--- config.mk ---
export PLATFORM = sky130hd
export DESIGN_NAME = eject_buffer_flat
export DESIGN_NICKNAME = d
export VERILOG_FILES = /design/src/rtl/eject_if.sv /design/src/rtl/eject_buffer.sv /design/src/flat_wrapper.sv
export SDC_FILE = /design/constraint.sdc
export NUM_CORES = 1
export LEC_CHECK = 0
export CAP_MARGIN = 20
export CORE_UTILIZATION = 35
export DETAILED_ROUTE_END_ITERATION = 7
export SYNTH_ARGS = -nofsm -noshare
export SYNTH_HDL_FRONTEND = slang
export SYNTH_SLANG_ARGS = --single-unit
export TNS_END_PERCENT = 20
--- constraint.sdc ---
create_clock -name clk -period 8.4 [get_ports clk]
set_clock_uncertainty 0.05 [all_clocks]
set_input_delay 1.68 -clock clk [delete_from_list [all_inputs] [get_ports clk]]
set_output_delay 1.68 -clock clk [all_outputs]
set_load 0.01 [all_outputs]
--- src/rtl/eject_if.sv ---
// Handshake bundle between the ring router, the eject buffer and the node.
// The master side is the router/node environment; the slave side is the buffer.
interface eject_if #(
  parameter int W     = 144,
  parameter int DEPTH = 4
);
  localparam int CW = $clog2(DEPTH) + 1;

  logic [W-1:0]  eject;
  logic          push;
  logic          bfull;
  logic [W-1:0]  flit_out;
  logic          out_valid;
  logic          out_ready;
  logic [CW-1:0] count;
  logic          overflow;
  logic [15:0]   ejected_cnt;

  modport master (
    output eject, push, out_ready,
    input  bfull, flit_out, out_valid, count, overflow, ejected_cnt
  );

  modport slave (
    input  eject, push, out_ready,
    output bfull, flit_out, out_valid, count, overflow, ejected_cnt
  );
endinterface

--- src/rtl/eject_buffer.sv ---
// Circular FIFO that absorbs flits ejected by a ring router and hands them to the node.
// bfull rises one slot early so a push issued alongside its rise still fits.
module eject_buffer #(
  parameter int DEPTH = 4,
  parameter int W     = 144
) (
  input  logic  clk,
  input  logic  rst,
  eject_if.slave bus
);
  localparam int AW = $clog2(DEPTH);
  localparam int CW = AW + 1;

  logic [W-1:0]  mem_q [DEPTH];
  logic [AW-1:0] rd_ptr_q, rd_ptr_d;
  logic [AW-1:0] wr_ptr_q, wr_ptr_d;
  logic [CW-1:0] count_q, count_d;
  logic          bfull_q, bfull_d;
  logic          out_valid_q, out_valid_d;
  logic          overflow_q, overflow_d;
  logic [15:0]   ejected_cnt_q, ejected_cnt_d;
  logic          pop_s;
  logic          full_s;
  logic          wr_en_s;

  // Next-state logic: a push into a full buffer is dropped even when a pop frees a slot.
  always_comb begin
    full_s        = (count_q == CW'(DEPTH));
    pop_s         = out_valid_q && bus.out_ready;
    wr_en_s       = bus.push && !full_s;
    overflow_d    = overflow_q || (bus.push && full_s);
    rd_ptr_d      = pop_s   ? rd_ptr_q + AW'(1) : rd_ptr_q;
    wr_ptr_d      = wr_en_s ? wr_ptr_q + AW'(1) : wr_ptr_q;
    ejected_cnt_d = pop_s   ? ejected_cnt_q + 16'd1 : ejected_cnt_q;
    case ({wr_en_s, pop_s})
      2'b10:   count_d = count_q + CW'(1);
      2'b01:   count_d = count_q - CW'(1);
      default: count_d = count_q;
    endcase
    bfull_d     = (count_d >= CW'(DEPTH - 1));
    out_valid_d = (count_d != CW'(0));
  end

  // Control and status registers.
  always_ff @(posedge clk or posedge rst) begin
    if (rst) begin
      rd_ptr_q      <= '0;
      wr_ptr_q      <= '0;
      count_q       <= '0;
      bfull_q       <= 1'b0;
      out_valid_q   <= 1'b0;
      overflow_q    <= 1'b0;
      ejected_cnt_q <= 16'd0;
    end else begin
      rd_ptr_q      <= rd_ptr_d;
      wr_ptr_q      <= wr_ptr_d;
      count_q       <= count_d;
      bfull_q       <= bfull_d;
      out_valid_q   <= out_valid_d;
      overflow_q    <= overflow_d;
      ejected_cnt_q <= ejected_cnt_d;
    end
  end

  // Flit storage; contents survive reset and are masked off while empty.
  always_ff @(posedge clk) begin
    if (wr_en_s) begin
      mem_q[wr_ptr_q] <= bus.eject;
    end
  end

  assign bus.flit_out    = out_valid_q ? mem_q[rd_ptr_q] : '0;
  assign bus.out_valid   = out_valid_q;
  assign bus.bfull       = bfull_q;
  assign bus.count       = count_q;
  assign bus.overflow    = overflow_q;
  assign bus.ejected_cnt = ejected_cnt_q;
endmodule

--- src/flat_wrapper.sv ---
// flat-port wrapper written by rule: the top's interface ports become plain ports
module eject_buffer_flat 
#(
  parameter int DEPTH = 4,
  parameter int W     = 144
)
  (clk, rst, bus_eject, bus_push, bus_out_ready, bus_bfull, bus_flit_out, bus_out_valid, bus_count, bus_overflow, bus_ejected_cnt);
  eject_if #(.W(W), .DEPTH(DEPTH)) bus_i ();
  input  logic clk;
  input  logic rst;
  input wire logic [$bits(bus_i.eject)-1:0] bus_eject;
  input wire logic [$bits(bus_i.push)-1:0] bus_push;
  input wire logic [$bits(bus_i.out_ready)-1:0] bus_out_ready;
  output wire logic [$bits(bus_i.bfull)-1:0] bus_bfull;
  output wire logic [$bits(bus_i.flit_out)-1:0] bus_flit_out;
  output wire logic [$bits(bus_i.out_valid)-1:0] bus_out_valid;
  output wire logic [$bits(bus_i.count)-1:0] bus_count;
  output wire logic [$bits(bus_i.overflow)-1:0] bus_overflow;
  output wire logic [$bits(bus_i.ejected_cnt)-1:0] bus_ejected_cnt;
  assign bus_i.eject = bus_eject;
  assign bus_i.push = bus_push;
  assign bus_i.out_ready = bus_out_ready;
  assign bus_bfull = bus_i.bfull;
  assign bus_flit_out = bus_i.flit_out;
  assign bus_out_valid = bus_i.out_valid;
  assign bus_count = bus_i.count;
  assign bus_overflow = bus_i.overflow;
  assign bus_ejected_cnt = bus_i.ejected_cnt;
  eject_buffer #(.DEPTH(DEPTH), .W(W)) u_core (.clk(clk), .rst(rst), .bus(bus_i));
endmodule
Word-level counts from Yosys, hierarchy flattened --
Memories as Yosys holds them, arrays and structs flattened. Index checks and enable logic that the tools add are counted.
Storage, ports and cells: flip-flop bits (word level) 26, memory bits (writable) 576, input port bits 148, output and inout bits 166, memories 1
Cells by class: add/subtract/negate cells 5, $lt $le $gt $ge 1, eq/ne operators 3, multiplexer cells 4, reductions and logical operators 6
Memory list:
- u_core.mem_q | words 4, width 144, rd ports 1, clocked after memory_dff 0, write ports 1, RTL line eject_buffer.sv:14 | logic [W-1:0] mem_q [DEPTH];
Operators by type and width (number):
- 2-to-1 mux 144 bit | 1
- adder 16 x 1 -> 16 bit, second input constant | 1
- one-hot mux 3 bit (2 select lines) | 1
- adder 2 x 1 -> 2 bit, second input constant | 2
- adder 3 x 1 -> 3 bit, second input constant | 1
- equality test 3 bit, second input constant | 1
- >= comparator 3 x 2 -> 1 bit, second input constant | 1
- logical AND 1 bit | 3
- nonzero test 3 bit | 1
- subtractor 3 x 1 -> 3 bit, second input constant | 1
- equality test 2 x 1 -> 1 bit, second input constant | 1
- equality test 2 bit, second input constant | 1
- 2-to-1 mux 1 bit | 2
- zero test 1 bit | 1
- logical OR 1 bit | 1

Longest topological paths before layout --
depth in word-level cells 6, gate-level depth with buffers 11

Least setup slack after synthesis --
OpenSTA, ideal clock, no wires.
path kind input -> register, start input bus_push, end memory u_core.mem_q[0][0], enable pin, arrival 5.384 ns, data required time 7.829 ns, setup slack 2.446 ns, cell stages on the path 2, path buffers 0, cell sequence nor2b_1 -> and2_1
Between the ends: longest elaborated chain between the ends 3
RTL lines:
- start: declaration | RTL line flat_wrapper.sv:12 | input wire logic [$bits(bus_i.push)-1:0] bus_push;
- logical AND 1 bit | RTL line eject_buffer.sv:30 | wr_en_s = bus.push && !full_s;
- 2-to-1 mux 1 bit | RTL line eject_buffer.sv:67 | if (wr_en_s) begin
- 2-to-1 mux 1 bit (implied by the code) | RTL line eject_buffer.sv:68 | mem_q[wr_ptr_q] <= bus.eject;
- end: declaration | RTL line eject_buffer.sv:14
No other way between the ends.

Worst setup path in the final report --
start register u_core.rd_ptr_q[1], end output bus_flit_out[82]
Between the ends: longest elaborated chain between the ends 2
RTL lines:
- start: declaration | RTL line eject_buffer.sv:15 | logic [AW-1:0] rd_ptr_q, rd_ptr_d;
- start signal: assignment | RTL line eject_buffer.sv:55 | rd_ptr_q <= rd_ptr_d;
- memory (4 x 144 bit)
- 2-to-1 mux 144 bit | RTL line eject_buffer.sv:72 | assign bus.flit_out = out_valid_q ? mem_q[rd_ptr_q] : '0;
- end: declaration | RTL line flat_wrapper.sv:15 | output wire logic [$bits(bus_i.flit_out)-1:0] bus_flit_out;
No other way between the ends.

==> flow_summary.toml <==
[sta]
finalHoldViolCount = 0
slew_violations = 0
setup_viol = 0
rsz0062_at_grt = "false"
fin_ws_ns = 3.07
min_period_over_period = 0.635
period_minus_slack_ns = 5.33
setup_tns_ns = 0
max_freq_mhz = 188
max-slew-margin-rel = 0.301
tightest_slew_ns = 1.05

[cts]
cts_tree = "done"
htreeDepth = 3
cts.repair.resized = 0
cts_max_path_buffers = 3
clkLatencyLatePin_ns = 0.59
clkSinkCount = 602
cts-hold-fix-buffers = 0
clkSlewWorstSetupHoldPaths_ns = 0.06
cts_made_buffers = 66
post_cts_buffers = 0
cts-root-buf = "clkbuf_16"

[route]
viasPerCell = 4.79
ant_nets = 0
drc = 0
vias = 10900
drtPass1Iterations = 5
routed_wl_um = 48600
drt_iter0_drc = 703
post_drt_wl_per_cell_um = 21.4

[setup_path]
crit_path_max_fanout = 61
critPathKind = "flop to primary output"
endpoint_kind = "primary output"
cp_slowest_cell = "dfrtp_4"
cpPeakStageDelay_ns = 1.03
arrival_ns = 3.60
path_cells = "buf_4 -> mux4_2 -> and2_1 -> clkdlybuf4s50_1"
cp-start-kind = "flop"
critPathRequiredTime_ns = 6.67

[floorplan]
die_x_um = 258
fp.dieH_um = 258
core_area_um2 = 64600
rows = 93
dieArea_um2 = 66500
ios = 314
start_util = 0.355

[min_path]
hold_path.class = "flop to flop"

[synthesis]
async_reset_ff_frac = 0.0432
syn-num-nets = 1175
synth_top_area_frac = 0.754
synth_ff_type = "edfxtp_1"
postSynthAreaPerCell_um2 = 22.5
synth-edff-count = 576
synth_area_leaders = "edfxtp_1 75%, mux4_2 14%, and2_1 4.0%"
synth_commonest_cells = "576 x edfxtp_1, 148 x and2_1, 144 x mux4_2, 26 x dfrtp_1, 24 x clkbuf_1"
synth_area_um2 = 22900
seq_area_frac_synth = 0.783
synth_most_common_cell = "edfxtp_1"
synth_cells = 1020
synth_seq_cells = 602
ys_warn_count = 0
synth_top_cell_by_area = "edfxtp_1"
synth_cell_types = 28

[place]
place_ws_ns = 3.61
place.gp.congestion = 0.699
dp_cells = 2154
hpwl_um = 27800
io_buffers = 313

[pwr]
vdd_ir_drop_max_mv = 0.188
seq_power_share = 0.400
leakage_nw = 9.43
internal_power_mw = 7.53
clkPwrFrac = 0.262
swShare = 0.284
powerDensity_nw_per_um2 = 361
finalPower_mw = 10.5
p_comb_frac = 0.337
p_sw_mw = 2.98

[finish]
multi_input_area_um2 = 4680
diodes = 0
nets = 1523
fill_cells = 5496
fin_cells = 2273
drive_gt1_frac = 0.184
syn_to_final_growth_pct = 26.9
register_area_um2 = 18000
fin_util = 0.451

[global_routing]
grt_max_degree = 80
grt_pass1_vias = 11800
grt_use_total = 0.147
grt_pass1_wl_um = 73200
antenna_found_initial = 8
gr-total-overflow = 0

[run_status]
status = "finished, final reports clean"

[flow_run]
max-cap-violations = 0
worst paths after layout:
check,start,end,slack (ns),depth (start not counted)
worst max register to register,u_core.bus.count[0]$_DFF_PP0_,u_core.mem_q[3][20]$_DFFE_PP_,5.27,5
worst min register to register,u_core.bus.overflow$_DFF_PP0_,u_core.bus.overflow$_DFF_PP0_,0.41,1
min in group asynchronous,rst,u_core.bus.ejected_cnt[13]$_DFFE_PP0P_,1.28,2
max in group asynchronous,rst,u_core.rd_ptr_q[1]$_DFFE_PP0P_,6.59,3
worst min-delay path,u_core.bus.overflow$_DFF_PP0_,u_core.bus.overflow$_DFF_PP0_,0.41,1
worst max-delay path,u_core.rd_ptr_q[1]$_DFFE_PP0P_,bus_flit_out[82],3.07,4
sequential cells by signal (all words and copies together) (netlist names):
| register | cells |
|---|---|
| u_core.bus.ejected_cnt | 16 |
| u_core.wr_ptr_q | 2 |
| u_core.rd_ptr_q | 2 |
| u_core.mem_q | 576 |
| u_core.bus.overflow | 1 |
| u_core.bus.out_valid | 1 |
| u_core.bus.bfull | 1 |
| u_core.bus.count | 3 |
worst max-delay path, delay by kind of cell, from the launching register on:
family	cells	cell delay, ns
buf+inv	2	1.21
flops	1	1.03
mux	1	0.42
simple gates	1	0.17
final cells by class:
class                   instances  share of cell area
well taps                     855              0.0367
flip-flops and latches        602               0.617
clock inverters                34              0.0103
clock buffers                  84              0.0612
multi-input cells             358               0.161
repair buffers                329               0.112
inverters                      11             0.00142
power groups by stage:
stage / Sequential [mW] / Clock, mW / Combinational [mW]
2_1_floorplan: 4.21 / 0 / 2.06
3_3_place_gp: 4.26 / 0 / 3.64
3_5_place_dp: 4.29 / 0 / 3.64
4_1_cts: 4.23 / 2.85 / 3.66
5_1_grt: 4.27 / 2.96 / 3.83
6_report: 4.21 / 2.76 / 3.54
cells in the final DEF (no fill, tap or decap), types with 2 or more instances in the layout:
cell,Yosys,routed
xnor2_1,14,14
bufinv_16,0,4
ha_1,6,6
dfrtp_1,26,23
clkinv_1,0,17
inv_1,8,8
xor2_1,7,7
nand2_1,9,9
dfrtp_4,0,3
clkinv_2,0,7
and2_1,148,144
clkbuf_1,24,15
inv_2,3,3
nand4_1,4,4
mux2_1,2,2
mux4_2,144,144
clkdlybuf4s50_1,0,313
clkinv_8,0,4
clkbuf_16,0,69
nor3_2,2,2
edfxtp_1,576,576
and2_4,0,4
buf_4,11,15
nand3_1,5,5
nor2_1,8,8
stage by stage:
stage | area (um2) | hold WS (ns)
floorplan | 22900 | 0.443
global placement | 27000 | 0.391
detailed placement | 27000 | 0.399
CTS | 29100 | 0.413
global route | 29100 | 0.441
finish | 29100 | 0.408
logic make-up after synthesis:
group                      synth area share
DFF                                   0.783
adders and majority gates           0.00415
AOI/OAI and AO/OA                  0.000546
xor gates and xnor gates            0.00802
muxes                                 0.143
buffers and inverters                0.0135
and+or+nand+nor                      0.0482
layer usage:
layer,part of all wire,vias up,routed length [um],GRT usage
li1,-,4833,-,-
met1,0.42,5688,20400,0.186
met2,0.49,286,23900,0.243
met3,0.069,77,3360,0.0456
met4,0.017,14,850,0.0424
met5,0.0019,-,90,0
No activity file was read; power rests on OpenSTA's default activity.
